`src/rtl/alu_pkg.sv`:
```
// rtl/alu_pkg.sv - shared ALU types, serial frame constants and CRC4 helper
//
// Purpose: definitions shared by the ALU serial blocks.
//   alu_op_t      : supported ALU opcodes
//   pkt_type_e    : serial packet type (DATA / CTL)
//   packet_t      : one received packet (type + payload byte)
//   ERR_*_BIT     : bit positions inside err_flags
//   DATA_PKT_NUM  : DATA packets per command frame
//   get_crc4_d68  : CRC4 (x^4+x+1, init 0) over a 68-bit vector, MSB first
//   is_valid_op   : true for opcodes the ALU core implements
package alu_pkg;

  typedef enum logic [2:0] {
    OP_AND = 3'b000,
    OP_OR  = 3'b001,
    OP_ADD = 3'b100,
    OP_SUB = 3'b101
  } alu_op_t;

  typedef enum logic {
    PKT_DATA = 1'b0,
    PKT_CTL  = 1'b1
  } pkt_type_e;

  typedef struct packed {
    pkt_type_e  ptype;
    logic [7:0] data;
  } packet_t;

  localparam int ERR_DATA_BIT = 2;
  localparam int ERR_CRC_BIT  = 1;
  localparam int ERR_OP_BIT   = 0;

  localparam int DATA_PKT_NUM = 8;

  // Bit-serial LFSR form: feedback is the outgoing MSB xor the incoming bit,
  // and the x^1 + x^0 taps of the polynomial are folded in on feedback.
  function automatic logic [3:0] get_crc4_d68(input logic [67:0] d);
    logic [3:0] c;
    logic       fb;
    c = 4'h0;
    for (int i = 67; i >= 0; i--) begin
      fb = c[3] ^ d[i];
      c  = {c[2:0], 1'b0};
      if (fb) begin
        c = c ^ 4'b0011;
      end
    end
    return c;
  endfunction

  function automatic logic is_valid_op(input logic [2:0] op);
    logic ok;
    case (op)
      OP_AND, OP_OR, OP_ADD, OP_SUB: ok = 1'b1;
      default:                       ok = 1'b0;
    endcase
    return ok;
  endfunction

endpackage

```
`src/rtl/alu_serial_rx_packet.sv`:
```
// rtl/alu_serial_rx_packet.sv - bit-level receiver for one 11-bit serial packet
//
// Purpose: walks start / type / 8 data bits (MSB first) / stop on the sin
// line and reports each completed packet for one cycle.
// Ports:
//   clk           in   system clock, sin sampled on posedge
//   rst_n         in   asynchronous active-low reset
//   sin           in   serial input, idles high
//   pkt_valid     out  one-cycle pulse, packet completed
//   pkt_type      out  0 = DATA, 1 = CTL (valid with pkt_valid)
//   pkt_data      out  payload byte (valid with pkt_valid)
//   pkt_frame_err out  stop bit was sampled as 0 (valid with pkt_valid)
//   pkt_idle      out  FSM is waiting for a start bit
module alu_serial_rx_packet
  import alu_pkg::*;
(
  input  logic       clk,
  input  logic       rst_n,
  input  logic       sin,
  output logic       pkt_valid,
  output logic       pkt_type,
  output logic [7:0] pkt_data,
  output logic       pkt_frame_err,
  output logic       pkt_idle
);

  typedef enum logic [1:0] {
    S_IDLE,
    S_TYPE,
    S_BITS,
    S_STOP
  } pkt_state_e;

  pkt_state_e state_q;
  logic [2:0] bit_cnt_q;
  packet_t    pkt_q;
  logic       valid_q;
  logic       frame_err_q;

  always_ff @(posedge clk or negedge rst_n) begin
    if (!rst_n) begin
      state_q     <= S_IDLE;
      bit_cnt_q   <= 3'd0;
      pkt_q       <= '0;
      valid_q     <= 1'b0;
      frame_err_q <= 1'b0;
    end else begin
      valid_q     <= 1'b0;
      frame_err_q <= 1'b0;
      case (state_q)
        S_IDLE: begin
          if (!sin) begin
            state_q <= S_TYPE;
          end
        end
        S_TYPE: begin
          pkt_q.ptype <= pkt_type_e'(sin);
          bit_cnt_q   <= 3'd7;
          state_q     <= S_BITS;
        end
        S_BITS: begin
          pkt_q.data <= {pkt_q.data[6:0], sin};
          if (bit_cnt_q == 3'd0) begin
            state_q <= S_STOP;
          end else begin
            bit_cnt_q <= bit_cnt_q - 3'd1;
          end
        end
        S_STOP: begin
          // Return straight to IDLE so a start bit on the very next clock is
          // accepted (back-to-back packets).
          valid_q     <= 1'b1;
          frame_err_q <= ~sin;
          state_q     <= S_IDLE;
        end
        default: state_q <= S_IDLE;
      endcase
    end
  end

  assign pkt_valid     = valid_q;
  assign pkt_type      = pkt_q.ptype;
  assign pkt_data      = pkt_q.data;
  assign pkt_frame_err = frame_err_q;
  assign pkt_idle      = (state_q == S_IDLE);

endmodule

```
`src/rtl/alu_serial_rx.sv`:
```
// rtl/alu_serial_rx.sv - serial command-frame deserializer and checker for the ALU
//
// Purpose: assembles 8 DATA packets (B then A, MSB byte first) and one CTL
// packet into a command, checks data count, CRC4 and opcode, and issues a
// one-cycle out_valid or a classified one-cycle err_valid.
// Ports:
//   clk       in   system clock
//   rst_n     in   asynchronous active-low reset
//   sin       in   serial input, idles high
//   a         out  operand A, updated only on out_valid
//   b         out  operand B, updated only on out_valid
//   op        out  opcode (CTL bits [6:4]), updated only on out_valid
//   out_valid out  one-cycle pulse, good frame
//   err_valid out  one-cycle pulse, bad frame
//   err_flags out  {ERR_DATA, ERR_CRC, ERR_OP}, valid with err_valid
module alu_serial_rx
  import alu_pkg::*;
#(
  parameter int TIMEOUT_CYCLES = 0
) (
  input  logic        clk,
  input  logic        rst_n,
  input  logic        sin,
  output logic [31:0] a,
  output logic [31:0] b,
  output logic [2:0]  op,
  output logic        out_valid,
  output logic        err_valid,
  output logic [2:0]  err_flags
);

  logic       pkt_valid;
  logic       pkt_type;
  logic [7:0] pkt_data;
  logic       pkt_frame_err;
  logic       pkt_idle;

  alu_serial_rx_packet u_packet (
    .clk           (clk),
    .rst_n         (rst_n),
    .sin           (sin),
    .pkt_valid     (pkt_valid),
    .pkt_type      (pkt_type),
    .pkt_data      (pkt_data),
    .pkt_frame_err (pkt_frame_err),
    .pkt_idle      (pkt_idle)
  );

  localparam logic [3:0] FULL_CNT = 4'(DATA_PKT_NUM);

  // data_q shifts in bytes so that after 8 DATA packets it holds {B, A}.
  logic [63:0] data_q,      data_d;
  logic [3:0]  count_q,     count_d;
  logic [31:0] idle_cnt_q,  idle_cnt_d;
  logic [31:0] a_q,         a_d;
  logic [31:0] b_q,         b_d;
  logic [2:0]  op_q,        op_d;
  logic        out_valid_q, out_valid_d;
  logic        err_valid_q, err_valid_d;
  logic [2:0]  err_flags_q, err_flags_d;

  logic [2:0]  ctl_op;
  logic [3:0]  crc_calc;

  assign ctl_op   = pkt_data[6:4];
  assign crc_calc = get_crc4_d68({data_q, 1'b1, ctl_op});

  always_comb begin
    data_d      = data_q;
    count_d     = count_q;
    idle_cnt_d  = 32'd0;
    a_d         = a_q;
    b_d         = b_q;
    op_d        = op_q;
    out_valid_d = 1'b0;
    err_valid_d = 1'b0;
    err_flags_d = err_flags_q;

    if (pkt_valid) begin
      if (pkt_frame_err) begin
        err_valid_d               = 1'b1;
        err_flags_d               = 3'b000;
        err_flags_d[ERR_DATA_BIT] = 1'b1;
        count_d                   = 4'd0;
      end else if (pkt_type == PKT_DATA) begin
        if (count_q == FULL_CNT) begin
          // A ninth DATA packet kills the frame immediately.
          err_valid_d               = 1'b1;
          err_flags_d               = 3'b000;
          err_flags_d[ERR_DATA_BIT] = 1'b1;
          count_d                   = 4'd0;
        end else begin
          data_d  = {data_q[55:0], pkt_data};
          count_d = count_q + 4'd1;
        end
      end else begin
        // CTL packet closes the frame; checks are prioritised DATA > CRC > OP.
        count_d     = 4'd0;
        err_flags_d = 3'b000;
        if (count_q != FULL_CNT) begin
          err_valid_d               = 1'b1;
          err_flags_d[ERR_DATA_BIT] = 1'b1;
        end else if (crc_calc != pkt_data[3:0]) begin
          err_valid_d              = 1'b1;
          err_flags_d[ERR_CRC_BIT] = 1'b1;
        end else if (!is_valid_op(ctl_op)) begin
          err_valid_d             = 1'b1;
          err_flags_d[ERR_OP_BIT] = 1'b1;
        end else begin
          out_valid_d = 1'b1;
          b_d         = data_q[63:32];
          a_d         = data_q[31:0];
          op_d        = ctl_op;
        end
      end
    end else if ((TIMEOUT_CYCLES > 0) && (count_q != 4'd0) && pkt_idle && sin) begin
      // Only unbroken runs of idle line mid-frame count toward the timeout.
      if (idle_cnt_q == 32'(TIMEOUT_CYCLES - 1)) begin
        count_d = 4'd0;
      end else begin
        idle_cnt_d = idle_cnt_q + 32'd1;
      end
    end
  end

  always_ff @(posedge clk or negedge rst_n) begin
    if (!rst_n) begin
      data_q      <= 64'd0;
      count_q     <= 4'd0;
      idle_cnt_q  <= 32'd0;
      a_q         <= 32'd0;
      b_q         <= 32'd0;
      op_q        <= 3'd0;
      out_valid_q <= 1'b0;
      err_valid_q <= 1'b0;
      err_flags_q <= 3'd0;
    end else begin
      data_q      <= data_d;
      count_q     <= count_d;
      idle_cnt_q  <= idle_cnt_d;
      a_q         <= a_d;
      b_q         <= b_d;
      op_q        <= op_d;
      out_valid_q <= out_valid_d;
      err_valid_q <= err_valid_d;
      err_flags_q <= err_flags_d;
    end
  end

  assign a         = a_q;
  assign b         = b_q;
  assign op        = op_q;
  assign out_valid = out_valid_q;
  assign err_valid = err_valid_q;
  assign err_flags = err_flags_q;

endmodule

```
`config.mk`:
```
export PLATFORM = sky130hd
export DESIGN_NAME = alu_serial_rx
export DESIGN_NICKNAME = d
export VERILOG_FILES = /design/src/rtl/alu_pkg.sv /design/src/rtl/alu_serial_rx_packet.sv /design/src/rtl/alu_serial_rx.sv
export SDC_FILE = /design/constraint.sdc
export NUM_CORES = 1
export LEC_CHECK = 0
export CORE_UTILIZATION = 62
export CTS_BUF_LIST = sky130_fd_sc_hd__clkbuf_16
export DETAILED_ROUTE_END_ITERATION = 6
export GPL_TIMING_DRIVEN = 0
export PLACE_DENSITY = 0.86
export SLEW_MARGIN = 10
export SYNTH_ARGS = -nofsm -noshare
export SYNTH_HDL_FRONTEND = slang
export SYNTH_SLANG_ARGS = --single-unit
```
`constraint.sdc`:
```
create_clock -name clk -period 13 [get_ports clk]
set_clock_uncertainty 0.15 [all_clocks]
set_input_delay 3.25 -clock clk [delete_from_list [all_inputs] [get_ports clk]]
set_output_delay 3.25 -clock clk [all_outputs]
set_load 0.03 [all_outputs]
```
[After elaboration in Yosys (flattened, before gate mapping)]
Index checks and enable logic that the tools add are counted.
Storage, ports and cells
  logic and storage cells: 282
  bits of input ports: 3
  output and inout port bits: 72
  register bits: 156
Operators by class
  eq/ne operators: 12
  bitwise logic cells: 139
  $add $sub $neg: 2
  reduce and logical (&&, ||, !) cells: 11
  multiplexer cells: 104
Operators with widths (number)
  2-to-1 mux 2 bit: 71
  inverter 2 bit: 67
  XOR 1 bit: 64
  2-to-1 mux 1 bit: 24
  2-to-1 mux 3 bit: 4
  2-to-1 mux 4 bit: 3
  one-hot mux 2 bit (4 select lines): 1
  == test 3 bit (second input constant): 2
  logical NOT 3 bit: 2
  inverter 1 bit: 6
  one-hot mux 3 bit (2 select lines): 1
  AND reduction 2 bit: 3
  AND reduction 6 bit: 1
  adder 4 x 1 -> 4 bit (second input constant): 1
  == test 2 bit (second input constant): 2
  == test 4 bit (second input constant): 1
  inequality test 2 bit (second input constant): 2
  inequality test 4 bit: 1
  inequality test 4 bit (second input constant): 1
  AND reduction 4 bit: 1
  OR reduction 4 bit: 1
  == test 3 x 1 -> 1 bit (second input constant): 1
  nonzero test 3 bit: 1
  subtractor 3 x 1 -> 3 bit (second input constant): 1
  5 further kinds: 6

[Logic depth before layout (Yosys ltp)]
  depth in word-level cells: 147
  gate-level depth with buffers: 13
  depth with buffers taken out: 11

[By module]
Synthesis repeated with hierarchy kept, for this count alone.
Second synthesis, totals
  cells, all modules: 479
  area total of the unflattened synthesis: 7193.1 µm²
By module, submodules not included
  alu_serial_rx: sequential area each 3503.4 µm², times used 1, cells an instance 427, area an instance 6468.7 µm²
  alu_serial_rx_packet: sequential area each 400.4 µm², times used 1, cells an instance 52, area an instance 724.4 µm²

[Worst setup path before layout]
OpenSTA, ideal clock, no wires.
  kind: register -> register
  start point: reg data_q[41]
  end point: reg a_q[20] (netlist: a[20])
  data arrival time: 3.805 ns
  buffers on the path: 2
  path slack: 8.920 ns
  clock period less this slack: 4.080 ns
  library setup time: 0.125 ns
  cell stages (with the launch flop): 14
  cells stage by stage: dfrtp_1 -> xnor2_1 -> xnor3_1 -> xnor3_2 -> xnor3_2 -> xnor3_1 -> xor2_1 -> nand2_1 -> o22ai_1 -> mux4_2 -> nand3_4 -> buf_12 -> buf_12 -> mux2_4
Between the ends
  longest elaborated chain between the ends: 51
Ends and longest elaborated chain
  start: declaration: RTL line alu_serial_rx.sv:52  | logic [63:0] data_q, data_d;
  start signal: assignment: RTL line alu_serial_rx.sv:138  | data_q <= data_d;
  XOR 1 bit *: RTL line alu_pkg.sv:43  | fb = c[3] ^ d[i];
  2-to-1 mux 2 bit *: RTL line alu_pkg.sv:45  | if (fb) begin
  inverter 2 bit (no line)
  2-to-1 mux 2 bit: RTL line alu_pkg.sv:45
  XOR 1 bit: RTL line alu_pkg.sv:43
  2-to-1 mux 2 bit: RTL line alu_pkg.sv:45
  inverter 2 bit (no line)
  2-to-1 mux 2 bit: RTL line alu_pkg.sv:45
  (+35 left out)
  2-to-1 mux 2 bit: RTL line alu_pkg.sv:45
  XOR 1 bit: RTL line alu_pkg.sv:43
  2-to-1 mux 2 bit: RTL line alu_pkg.sv:45
  inverter 2 bit (no line)
  2-to-1 mux 2 bit: RTL line alu_pkg.sv:45
  inequality test 4 bit *: RTL line alu_serial_rx.sv:103  | end else if (crc_calc != pkt_data[3:0]) begin
  inverter 1 bit (no line) *
  AND reduction 6 bit (no line) *
  end signal: assignment: RTL line alu_serial_rx.sv:131  | a_q <= 32'd0;
  end signal: assignment: RTL line alu_serial_rx.sv:141  | a_q <= a_d;
  end: declaration: RTL line alu_serial_rx.sv:55  | logic [31:0] a_q, a_d;
Mark *: on every way between the ends. The rest lies on a longest branch, timed or not.
A chain may end at the register's enable or synchronous reset.

[Worst setup path in the final report]
  start point: reg b_q[31] (netlist: b[31])
  end point: out b[31]
RTL lines
  start: declaration: RTL line alu_serial_rx.sv:56  | logic [31:0] b_q, b_d;
  start signal: assignment: RTL line alu_serial_rx.sv:132  | b_q <= 32'd0;
  start signal: assignment: RTL line alu_serial_rx.sv:142  | b_q <= b_d;
  end: declaration: RTL line alu_serial_rx.sv:25  | output logic [31:0] b,
No word-level cell between the ends.

==> impl_metrics.py <==
metrics = {
    "status": {
        "status": "finished, final reports clean",
    },
    "synthesis": {
        "yosys_warnings": 0,
        "yosysMostFrequentCell": "dfrtp_1",
        "synth_area_leader_cell": "dfrtp_1",
        "async_flop_share_pct": 100.0,
        "synth_top_area_share_pct": 51.69,
        "synth_top_cells_by_area": "dfrtp_1 (52%), mux2_2 (16%), xnor2_1 (7.5%)",
        "synth-edff-count": 0,
        "syn-instance-count": 505,
        "ys_seq_area_share_pct": 51.69,
        "ys.flop_type": "dfrtp_1",
        "synth_common_cells": "dfrtp_1 (156), mux2_2 (108), xnor2_1 (65)",
        "synth_cell_types": 35,
        "synth.net_count": 517,
        "syn_avg_cell_area_um2": 14.95,
        "synth_area_um2": 7552,
        "ys_ff_latch": 156,
    },
    "cts": {
        "clkTransAtPathRegs_ns": 0.06,
        "hold_buffers": 0,
        "clockRootBuffer": "clkbuf_16",
        "cts_buffers": 17,
        "clkSinkCount": 156,
        "cts_resized": 0,
        "clockBufferDepth": 2,
        "htreeDepth": 4,
        "cts_setup_buffers": 0,
        "cts_tree": "built",
        "clk_latency_ns": 0.43,
    },
    "die": {
        "rows": 39,
        "die_y_um": 112.4,
        "die_area_um2": 12630,
        "start_util_pct": 64.76,
        "die_x_um": 112.4,
        "core_area_um2": 11660,
        "io_pins": 75,
    },
    "timing": {
        "worst_pin_slew_ns": 0.6372,
        "relSlewSlack_pct": 57.52,
        "setup_viol": 0,
        "maxSlewViolCount": 0,
        "finalSetupTns_ns": 0,
        "layout_worst_path_cycle_share_pct": 37.86,
        "fin_crit_ns": 4.922,
        "finalHoldViolations": 0,
        "fmax_mhz": 203.2,
        "rsz0062_at_grt": "no",
    },
    "finish": {
        "n_fill_cell": 709,
        "drive_above_1_share_pct": 30.39,
        "num_antenna_cells": 0,
        "finalNetCount": 611,
        "syn_to_final_growth_pct": 21.17,
    },
    "placed_design": {
        "gp_congestion": 0.8451,
        "portBuffers": 74,
        "hpwl_mm": 10.32,
    },
    "critical_path": {
        "max_stage_delay_ns": 0.69,
        "crit_fanout": 2,
        "start_kind": "register",
        "r2r_end": "b[31]",
        "crit_type": "register to primary output",
        "end_kind": "primary output",
        "crit_chain": "clkdlybuf4s50_1",
        "cp.arrival_ns": 1.52,
        "cpLargestDelayFamily": "buffers and inverters",
        "crit_buf_inv": 1,
        "cpMaxStageDelayCell": "clkdlybuf4s50_1",
        "r2r_slack_ns": 8.42,
        "worstPathRequired_ns": 9.60,
        "rr_worst_depth": 13,
        "worstReg2RegStart": "data_q[41]",
    },
    "route": {
        "firstDrtPassIters": 4,
        "antenna_left": 0,
        "wirelength_mm": 15.47,
        "wire_per_inst_um": 20.49,
        "avgViaCountPerCell": 5.660,
        "vias": 4273,
        "drc": 0,
        "drtIter0Drc": 233,
    },
    "grt": {
        "grt_pass1_wl_mm": 25.38,
        "grt_use_total_pct": 27.12,
        "gr-total-overflow": 0,
        "grt_pass1_vias": 4589,
        "grt_max_degree": 80,
        "antenna_found_initial": 0,
    },
    "min_path": {
        "hold_class": "register to register",
        "min_from": "err_flags[0]",
        "worstHoldPathCells": 2,
        "min_to": "err_flags[0]",
    },
    "flow_run": {
        "drv_cap": 0,
    },
}
## kinds of logic (layout without fill, tap and decap cells)
kind of cell | Yosys count | in the layout | synth area share, %
XOR/XNOR | 109 | 109 | 17.68
adder cells (fa/ha/maj) | 9 | 9 | 1.491
AND/OR/NAND/NOR | 42 | 42 | 2.684
AO/OA/AOI/OAI | 22 | 22 | 1.756
flip-flops | 156 | 156 | 51.69
multiplexers | 139 | 139 | 22.30
buffers and inverters | 28 | 135 | 2.402
## state kept, by name, indices dropped and copies added, names as in the netlist, 2 cells and up
signal / cells
u_packet.bit_cnt_q: 3
op: 3
u_packet.pkt_data: 8
a: 32
b: 32
data_q: 64
err_flags: 3
count_q: 4
u_packet.state_q: 2
## final cells by class
cell class,instances,area [um^2],share of cell area [%]
repair buffers,75,773.2,8.450
clock buffers,17,425.4,4.649
well taps,143,178.9,1.955
plain buffers,17,140.1,1.531
inverters,11,41.29,0.4512
flip-flops and latches,156,3904,42.66
clock inverters,15,221.5,2.420
multi-input cells,321,3467,37.89
## how the worst max path moves through the flow
stage | start | to | cells after the start
global placement | rst_n | u_packet.bit_cnt_q[0] | 1
global route | b[31] | b[31] | 1
floorplan | data_q[41] | a[20] | 13
finish | b[31] | b[31] | 1
CTS | b[31] | b[31] | 1
detailed placement | data_q[41] | a[21] | 13
## metal layers
layer  global-route usage (%)  vias up  wire length (um)
li1                         -     1934                 -
met1                    34.80     2217              6720
met2                    45.05       95              7866
met3                    5.994       27               541
met4                    11.38        0               340
met5                        0        -                 0
## placed cells by master, fill, tap and decap left out, types with 4 or more instances in the layout
cell / synthesis / final
clkbuf_16: 0 / 17
nand2_1: 20 / 20
dfrtp_1: 156 / 156
nor2_1: 8 / 8
clkbuf_1: 10 / 10
bufinv_16: 0 / 5
mux2_4: 29 / 29
o22ai_1: 4 / 4
xnor3_2: 4 / 4
xor2_1: 16 / 16
inv_1: 11 / 12
xnor2_1: 65 / 65
mux2_2: 108 / 108
clkdlybuf4s50_1: 0 / 73
xnor3_1: 17 / 17
buf_12: 4 / 4
o21ai_0: 11 / 11
ha_1: 9 / 9
clkinvlp_4: 0 / 5
## stage by stage
stage	hold WS (ns)	area, um^2	utilization [%]	setup slack [ns]	cells
finish	0.3430	9151	78.47	8.078	755
global route	0.3634	9151	78.47	8.057	755
CTS	0.3481	9151	78.47	8.077	755
detailed placement	0.3361	8504	72.92	8.478	723
global placement	0.3174	8472	72.64	2.587	722
floorplan	0.3059	7552	-	8.920	505
Power is left out: the tool's default activity adds up to more than one toggle a clock period on the data nets, which glitch-free logic cannot reach.
